File: config.mk
export PLATFORM = sky130hd
export DESIGN_NAME = painterengine_gpu_writer_scheduler
export DESIGN_NICKNAME = d
export VERILOG_FILES = /design/src/rtl/painterengine_gpu_writer_scheduler_pkg.sv /design/src/rtl/painterengine_gpu_rr_arbiter4.sv /design/src/rtl/painterengine_gpu_writer_scheduler.sv
export SDC_FILE = /design/constraint.sdc
export NUM_CORES = 1
export LEC_CHECK = 0
export BUFFER_PORTS_ARGS = -buffer_cell sky130_fd_sc_hd__buf_4
export CORE_AREA = 2 2 211 213
export CTS_CLUSTER_SIZE = 8
export DETAILED_ROUTE_END_ITERATION = 16
export DIE_AREA = 0 0 213 215
export PLACE_DENSITY = 0.54
export RECOVER_POWER = 100
export SYNTH_ARGS = -nofsm -noshare
export SYNTH_HDL_FRONTEND = slang
export SYNTH_SLANG_ARGS = --single-unit
File: constraint.sdc
create_clock -name i_wire_clock -period 2.7 [get_ports i_wire_clock]
set_input_delay 0.405 -clock i_wire_clock [delete_from_list [all_inputs] [get_ports i_wire_clock]]
set_output_delay 0.405 -clock i_wire_clock [all_outputs]
set_load 0.02 [all_outputs]
File: src/rtl/painterengine_gpu_writer_scheduler_pkg.sv
// rtl/painterengine_gpu_writer_scheduler_pkg.sv - shared types and constants for the GPU writer scheduler
package painterengine_gpu_writer_scheduler_pkg;

  localparam int NUM_CH = 4;
  localparam int LANE_W = 32;

  typedef enum logic [2:0] {
    ST_IDLE     = 3'd0,
    ST_CHECK    = 3'd1,
    ST_GRANT    = 3'd2,
    ST_BUSY     = 3'd3,
    ST_COMPLETE = 3'd4
  } state_e;

  // Codes 1..4 are shared with the writer; PARAM doubles as the local reject code.
  typedef enum logic [2:0] {
    ERR_OK      = 3'd0,
    ERR_WR_1    = 3'd1,
    ERR_PARAM   = 3'd2,
    ERR_WR_3    = 3'd3,
    ERR_WR_4    = 3'd4,
    ERR_TIMEOUT = 3'd5
  } err_e;

  function automatic logic [NUM_CH-1:0] onehot4(input logic [1:0] idx);
    return 4'b0001 << idx;
  endfunction

endpackage

File: src/rtl/painterengine_gpu_rr_arbiter4.sv
// rtl/painterengine_gpu_rr_arbiter4.sv - combinational 4-way round-robin pick starting after pointer
module painterengine_gpu_rr_arbiter4
  import painterengine_gpu_writer_scheduler_pkg::*;
(
  input  logic [NUM_CH-1:0] req,
  input  logic [1:0]        pointer,
  output logic              grant_valid,
  output logic [1:0]        grant_index,
  output logic [NUM_CH-1:0] grant
);

  logic [1:0] idx;

  // Scan from lowest to highest priority so the closest request after pointer wins.
  always_comb begin
    grant_valid = 1'b0;
    grant_index = 2'd0;
    idx         = 2'd0;
    for (int i = NUM_CH; i >= 1; i--) begin
      idx = pointer + 2'(i);
      if (req[idx]) begin
        grant_valid = 1'b1;
        grant_index = idx;
      end
    end
    grant = grant_valid ? onehot4(grant_index) : '0;
  end

endmodule

File: src/rtl/painterengine_gpu_writer_scheduler.sv
// rtl/painterengine_gpu_writer_scheduler.sv - round-robin job scheduler for the shared GPU DMA writer
module painterengine_gpu_writer_scheduler
  import painterengine_gpu_writer_scheduler_pkg::*;
#(
  parameter int PARAM_TIMEOUT_CYCLES = 1048576,
  parameter int PARAM_RESET_HOLD     = 2
) (
  input  logic                 i_wire_clock,
  input  logic                 i_wire_reset,
  input  logic [NUM_CH-1:0]    i_wire_req,
  input  logic [127:0]         i_wire_address,
  input  logic [127:0]         i_wire_length,
  output logic [NUM_CH-1:0]    o_wire_ack,
  output logic [NUM_CH-1:0]    o_wire_done,
  output logic [NUM_CH-1:0]    o_wire_error,
  output logic [2:0]           o_wire_error_type,
  output logic                 o_wire_busy,
  output logic                 o_wire_writer_resetn,
  output logic [NUM_CH-1:0]    o_wire_writer_router,
  output logic [127:0]         o_wire_writer_address,
  output logic [127:0]         o_wire_writer_length,
  input  logic                 i_wire_writer_done,
  input  logic                 i_wire_writer_error,
  input  logic [2:0]           i_wire_writer_error_type
);

  state_e            state_q, state_d;
  logic [1:0]        ptr_q, ptr_d;
  logic [1:0]        chan_q, chan_d;
  logic [LANE_W-1:0] addr_q, addr_d;
  logic [LANE_W-1:0] len_q, len_d;
  logic [31:0]       cnt_q, cnt_d;
  logic [2:0]        status_q, status_d;
  logic              is_err_q, is_err_d;
  logic [NUM_CH-1:0] router_q, router_d;
  logic              resetn_q, resetn_d;
  logic              busy_q, busy_d;
  logic [NUM_CH-1:0] done_q, done_d;
  logic [NUM_CH-1:0] error_q, error_d;
  logic [2:0]        etype_q, etype_d;

  logic              arb_valid;
  logic [1:0]        arb_index;
  logic [NUM_CH-1:0] arb_grant;

  painterengine_gpu_rr_arbiter4 u_arb (
    .req         (i_wire_req),
    .pointer     (ptr_q),
    .grant_valid (arb_valid),
    .grant_index (arb_index),
    .grant       (arb_grant)
  );

  always_comb begin
    state_d  = state_q;
    ptr_d    = ptr_q;
    chan_d   = chan_q;
    addr_d   = addr_q;
    len_d    = len_q;
    cnt_d    = cnt_q;
    status_d = status_q;
    is_err_d = is_err_q;
    router_d = router_q;
    done_d   = '0;
    error_d  = '0;
    etype_d  = '0;

    case (state_q)
      ST_IDLE: begin
        if (arb_valid) begin
          chan_d   = arb_index;
          ptr_d    = arb_index;
          addr_d   = i_wire_address[{arb_index, 5'd0} +: LANE_W];
          len_d    = i_wire_length[{arb_index, 5'd0} +: LANE_W];
          status_d = ERR_OK;
          is_err_d = 1'b0;
          state_d  = ST_CHECK;
        end
      end
      ST_CHECK: begin
        // Bad parameters never reach the writer: it stays in reset throughout.
        if (addr_q[1:0] != 2'b00 || len_q == '0) begin
          status_d = ERR_PARAM;
          is_err_d = 1'b1;
          state_d  = ST_COMPLETE;
        end else begin
          cnt_d    = 32'(PARAM_RESET_HOLD);
          router_d = onehot4(chan_q);
          state_d  = ST_GRANT;
        end
      end
      ST_GRANT: begin
        if (cnt_q == 32'd1) begin
          cnt_d   = '0;
          state_d = ST_BUSY;
        end else begin
          cnt_d = cnt_q - 32'd1;
        end
      end
      ST_BUSY: begin
        if (i_wire_writer_error) begin
          status_d = i_wire_writer_error_type;
          is_err_d = 1'b1;
          state_d  = ST_COMPLETE;
        end else if (i_wire_writer_done) begin
          status_d = ERR_OK;
          is_err_d = 1'b0;
          state_d  = ST_COMPLETE;
        end else if (cnt_q == 32'(PARAM_TIMEOUT_CYCLES - 1)) begin
          status_d = ERR_TIMEOUT;
          is_err_d = 1'b1;
          state_d  = ST_COMPLETE;
        end else begin
          cnt_d = cnt_q + 32'd1;
        end
      end
      ST_COMPLETE: begin
        router_d = '0;
        state_d  = ST_IDLE;
      end
      default: begin
        router_d = '0;
        state_d  = ST_IDLE;
      end
    endcase

    // Status outputs are registered off the next state so they line up with COMPLETE.
    resetn_d = (state_d == ST_BUSY);
    busy_d   = (state_d != ST_IDLE);
    if (state_d == ST_COMPLETE) begin
      if (is_err_d) begin
        error_d = onehot4(chan_q);
        etype_d = status_d;
      end else begin
        done_d = onehot4(chan_q);
      end
    end
  end

  always_ff @(posedge i_wire_clock) begin
    if (i_wire_reset) begin
      state_q  <= ST_IDLE;
      ptr_q    <= 2'd3;
      chan_q   <= '0;
      addr_q   <= '0;
      len_q    <= '0;
      cnt_q    <= '0;
      status_q <= ERR_OK;
      is_err_q <= 1'b0;
      router_q <= '0;
      resetn_q <= 1'b0;
      busy_q   <= 1'b0;
      done_q   <= '0;
      error_q  <= '0;
      etype_q  <= '0;
    end else begin
      state_q  <= state_d;
      ptr_q    <= ptr_d;
      chan_q   <= chan_d;
      addr_q   <= addr_d;
      len_q    <= len_d;
      cnt_q    <= cnt_d;
      status_q <= status_d;
      is_err_q <= is_err_d;
      router_q <= router_d;
      resetn_q <= resetn_d;
      busy_q   <= busy_d;
      done_q   <= done_d;
      error_q  <= error_d;
      etype_q  <= etype_d;
    end
  end

  // Ack is decided in the IDLE cycle itself, so it is the only combinational output.
  assign o_wire_ack           = (state_q == ST_IDLE && !i_wire_reset) ? arb_grant : '0;
  assign o_wire_done          = done_q;
  assign o_wire_error         = error_q;
  assign o_wire_error_type    = etype_q;
  assign o_wire_busy          = busy_q;
  assign o_wire_writer_resetn = resetn_q;
  assign o_wire_writer_router = router_q;

  always_comb begin
    o_wire_writer_address = '0;
    o_wire_writer_length  = '0;
    for (int n = 0; n < NUM_CH; n++) begin
      if (router_q[n]) begin
        o_wire_writer_address[n*LANE_W +: LANE_W] = addr_q;
        o_wire_writer_length[n*LANE_W +: LANE_W]  = len_q;
      end
    end
  end

endmodule

==> reports/metrics.csv <==
stage,metric,value,unit
run_status,run status,completed,
clock_network,post-CTS setup buffer count,0,
critical_path,Critical Path RT,3.00,ns
floorplanning,core footprint,43600,um2
pwr,maximum vdd drop,0.540,mV
clock_network,Num CTS Buffers,17,
yosys,Cells after Synth,1522,
floorplanning,Die H,215,um
floorplanning,die footprint,45800,um2
global_routing,antenna violations before repair,4,
floorplanning,Rows,77,
yosys,yosys warns,0,
placement,post-detail-place hpwl,40900,um
sta,slew margin rel.,20.3,%
finish,"most common cell after layout, fill and taps aside",buf_4,
yosys,Mapped Avg Cell Area,6.41,um2
sta,Post-Route Setup TNS,0,ns
worst_hold_path,hold crit path type,input port to register,
sta,Slew @ Worst Pin,1.19,ns
yosys,Async SR Flop Fraction,0,%
placement,Place WS,0.0759,ns
placement,Buffers on Ports,543,
clock_network,CTS root buf,clkbuf_16,
sta,Final period util,98.2,%
finish,share of cells above drive strength 1,29.0,%
yosys,Post-Syn Area,9750,um2
global_routing,GRT overflow,0,
sta,Setup Viol. Count Final,0,
floorplanning,# IOs,544,
placement,Cells after DPL,2641,
critical_path,crit end category,register,
critical_path,CP Class,register to register,
yosys,sequential share of the synthesized area,25.5,%
detailed_routing,Residual DRC,0,
clock_network,CTS H-tree depth,4,
yosys,top_reg_cell synth,dfxtp_1,
detailed_routing,Routed Antenna Nets,0,
clock_network,Sink Count,124,
critical_path,r2r setup slk,0.05,ns
sta,Final Max Tran Viols,0,
yosys,Post-synth EDFFs,0,
detailed_routing,total number of vias,12900,
floorplanning,Initial Utilization,22.3,%
yosys,#FFs+latches synth,124,
detailed_routing,number of DRC violations after detailed-routing iteration 0,837,
yosys,Synth cell types,66,
sta,Final Hold Vio Count,0,
critical_path,Critical Path Fanout Max,8,
clock_network,TritonCTS clock tree,yes,
detailed_routing,vias per cell,4.82,
detailed_routing,Routed WL,52000,um
finish,Util after Layout,34.7,%
finish,Layout area overhead,55.1,%
global_routing,vias in the first global route,12100,
pwr,LEAKAGE,6.72,nW
finish,Final nets,2338,
clock_network,Clock Tree Buf Depth,2,
floorplanning,die width,213,um
pwr,overall power,14.7,mW
critical_path,WP data arrival,2.95,ns
sta,Max Fclk,0.377,GHz
clock_network,hold_buf cts,0,
clock_network,"CTS clk-pin slew, worst paths",0.07,ns
flow_run,max cap viols,0,
critical_path,CP Launch Type,register,
global_routing,largest net degree at the start of global routing,68,
global_routing,Tot GR Track Use,21.9,%
detailed_routing,DR pass1 iterations,5,
sta,RSZ-0062 raised after global routing,no,
detailed_routing,Routed WL per cell,19.4,um
placement,Placer Congestion,0.932,
sta,min Tclk post-route,2.65,ns
finish,"commonest non-fill, non-tap cells in the layout","buf_4 (477), nand2_1 (422), and2_1 (158), clkbuf_1 (124), dfxtp_1 (122)",
clock_network,clock latency on the worst-skew pair,0.44,ns
pwr,PD cells,975,nW/um2
sta,skew final,0.0149,ns
yosys,Syn Nets,1792,
finish,Finished Layout Cells,2676,
global_routing,first-pass GRT wire length,75500,um
sta,PnR worst setup slack,0.0482,ns
-- repair_timing --
| item | in CTS | in global routing |
|---|---|---|
| resized for setup | 1 | 7 |
| endpoints found under the setup margin | 1 | 7 |
| pin swaps | 0 | 0 |
-- critical path, cell delays in order (launching register included) --
cell and delay (ns):
dfxtp_1 0.31, or4_4 0.54, or4_4 0.56, o31a_1 0.45, clkbuf_2 0.18, a2111oi_0 0.39
nor3_1 0.08
-- synthesized netlist by cell type (17+ instances only) --
cell type | number | area, um2
clkbuf_1 | 129 | 484
inv_1 | 17 | 63.8
nor2_1 | 43 | 161
nor3_1 | 30 | 150
a21oi_1 | 106 | 531
dfxtp_1 | 124 | 2480
o211ai_1 | 71 | 533
o21ai_0 | 26 | 130
nand2_1 | 422 | 1580
nor4_1 | 27 | 169
nand3_1 | 83 | 415
and2_1 | 260 | 1630
-- final cells by class --
| class | instances | area [um2] |
|---|---|---|
| antenna | 4 | 10.0 |
| clock buffer | 21 | 460 |
| clock inverter | 10 | 92.6 |
| fill | 4828 | 28500 |
| inverter | 18 | 67.6 |
| multi-input combinational | 1239 | 6710 |
| sequential | 124 | 2480 |
| tap | 592 | 741 |
| timing repair buffer | 668 | 4560 |
-- per-layer routing --
layer	wire length [um]	up-vias	global-route usage, %
met5	60	-	0
met4	1230	8	6.57
met3	3250	68	5.09
met2	25100	465	36.7
met1	22400	6053	27.6
li1	-	6297	-
-- state kept, by name (all words and copies together), names as in the netlist, 2 cells and up --
name	count
o_wire_error_type	3
o_wire_done	4
o_wire_writer_router	4
addr_q	32
state_q	3
len_q	32
chan_q	2
cnt_q	32
status_q	3
ptr_q	2
o_wire_error	4
-- metrics by stage --
step,cell area [um2],hold WS [ns]
floorplan,9750,0.457
global placement,15200,0.486
detailed placement,15200,0.497
CTS,15700,0.263
global route,15100,0.287
finish,15100,0.284
-- path summary, 6_finish.rpt --
kind,start,end,depth (start not counted)
setup reg to reg,cnt_q[8],cnt_q[22],6
hold reg to reg,addr_q[9],addr_q[9],2
setup / recovery,cnt_q[8],cnt_q[22],6
hold / removal,i_wire_writer_error_type[0],status_q[0],3
-- where the power goes --
group / leakage, nW / switching, mW / internal [mW]
clock: 0.261 / 0.928 / 1.31
combinational: 5.45 / 5.74 / 3.32
sequential: 1.02 / 0.951 / 2.50
-- cells by family (layout without fill, tap and decap cells) --
family	after synthesis	count (layout)	share of synthesized area (%)
xor+xnor	3	3	0.270
mux	3	3	0.308
fa+ha+maj	3	3	0.385
flops	124	124	25.5
other cells	0	4	0
buf+inv	159	717	6.39
compound gates	296	296	20.1
simple gates	934	934	47.1
Note: power is estimated with default switching activity, not from simulation.
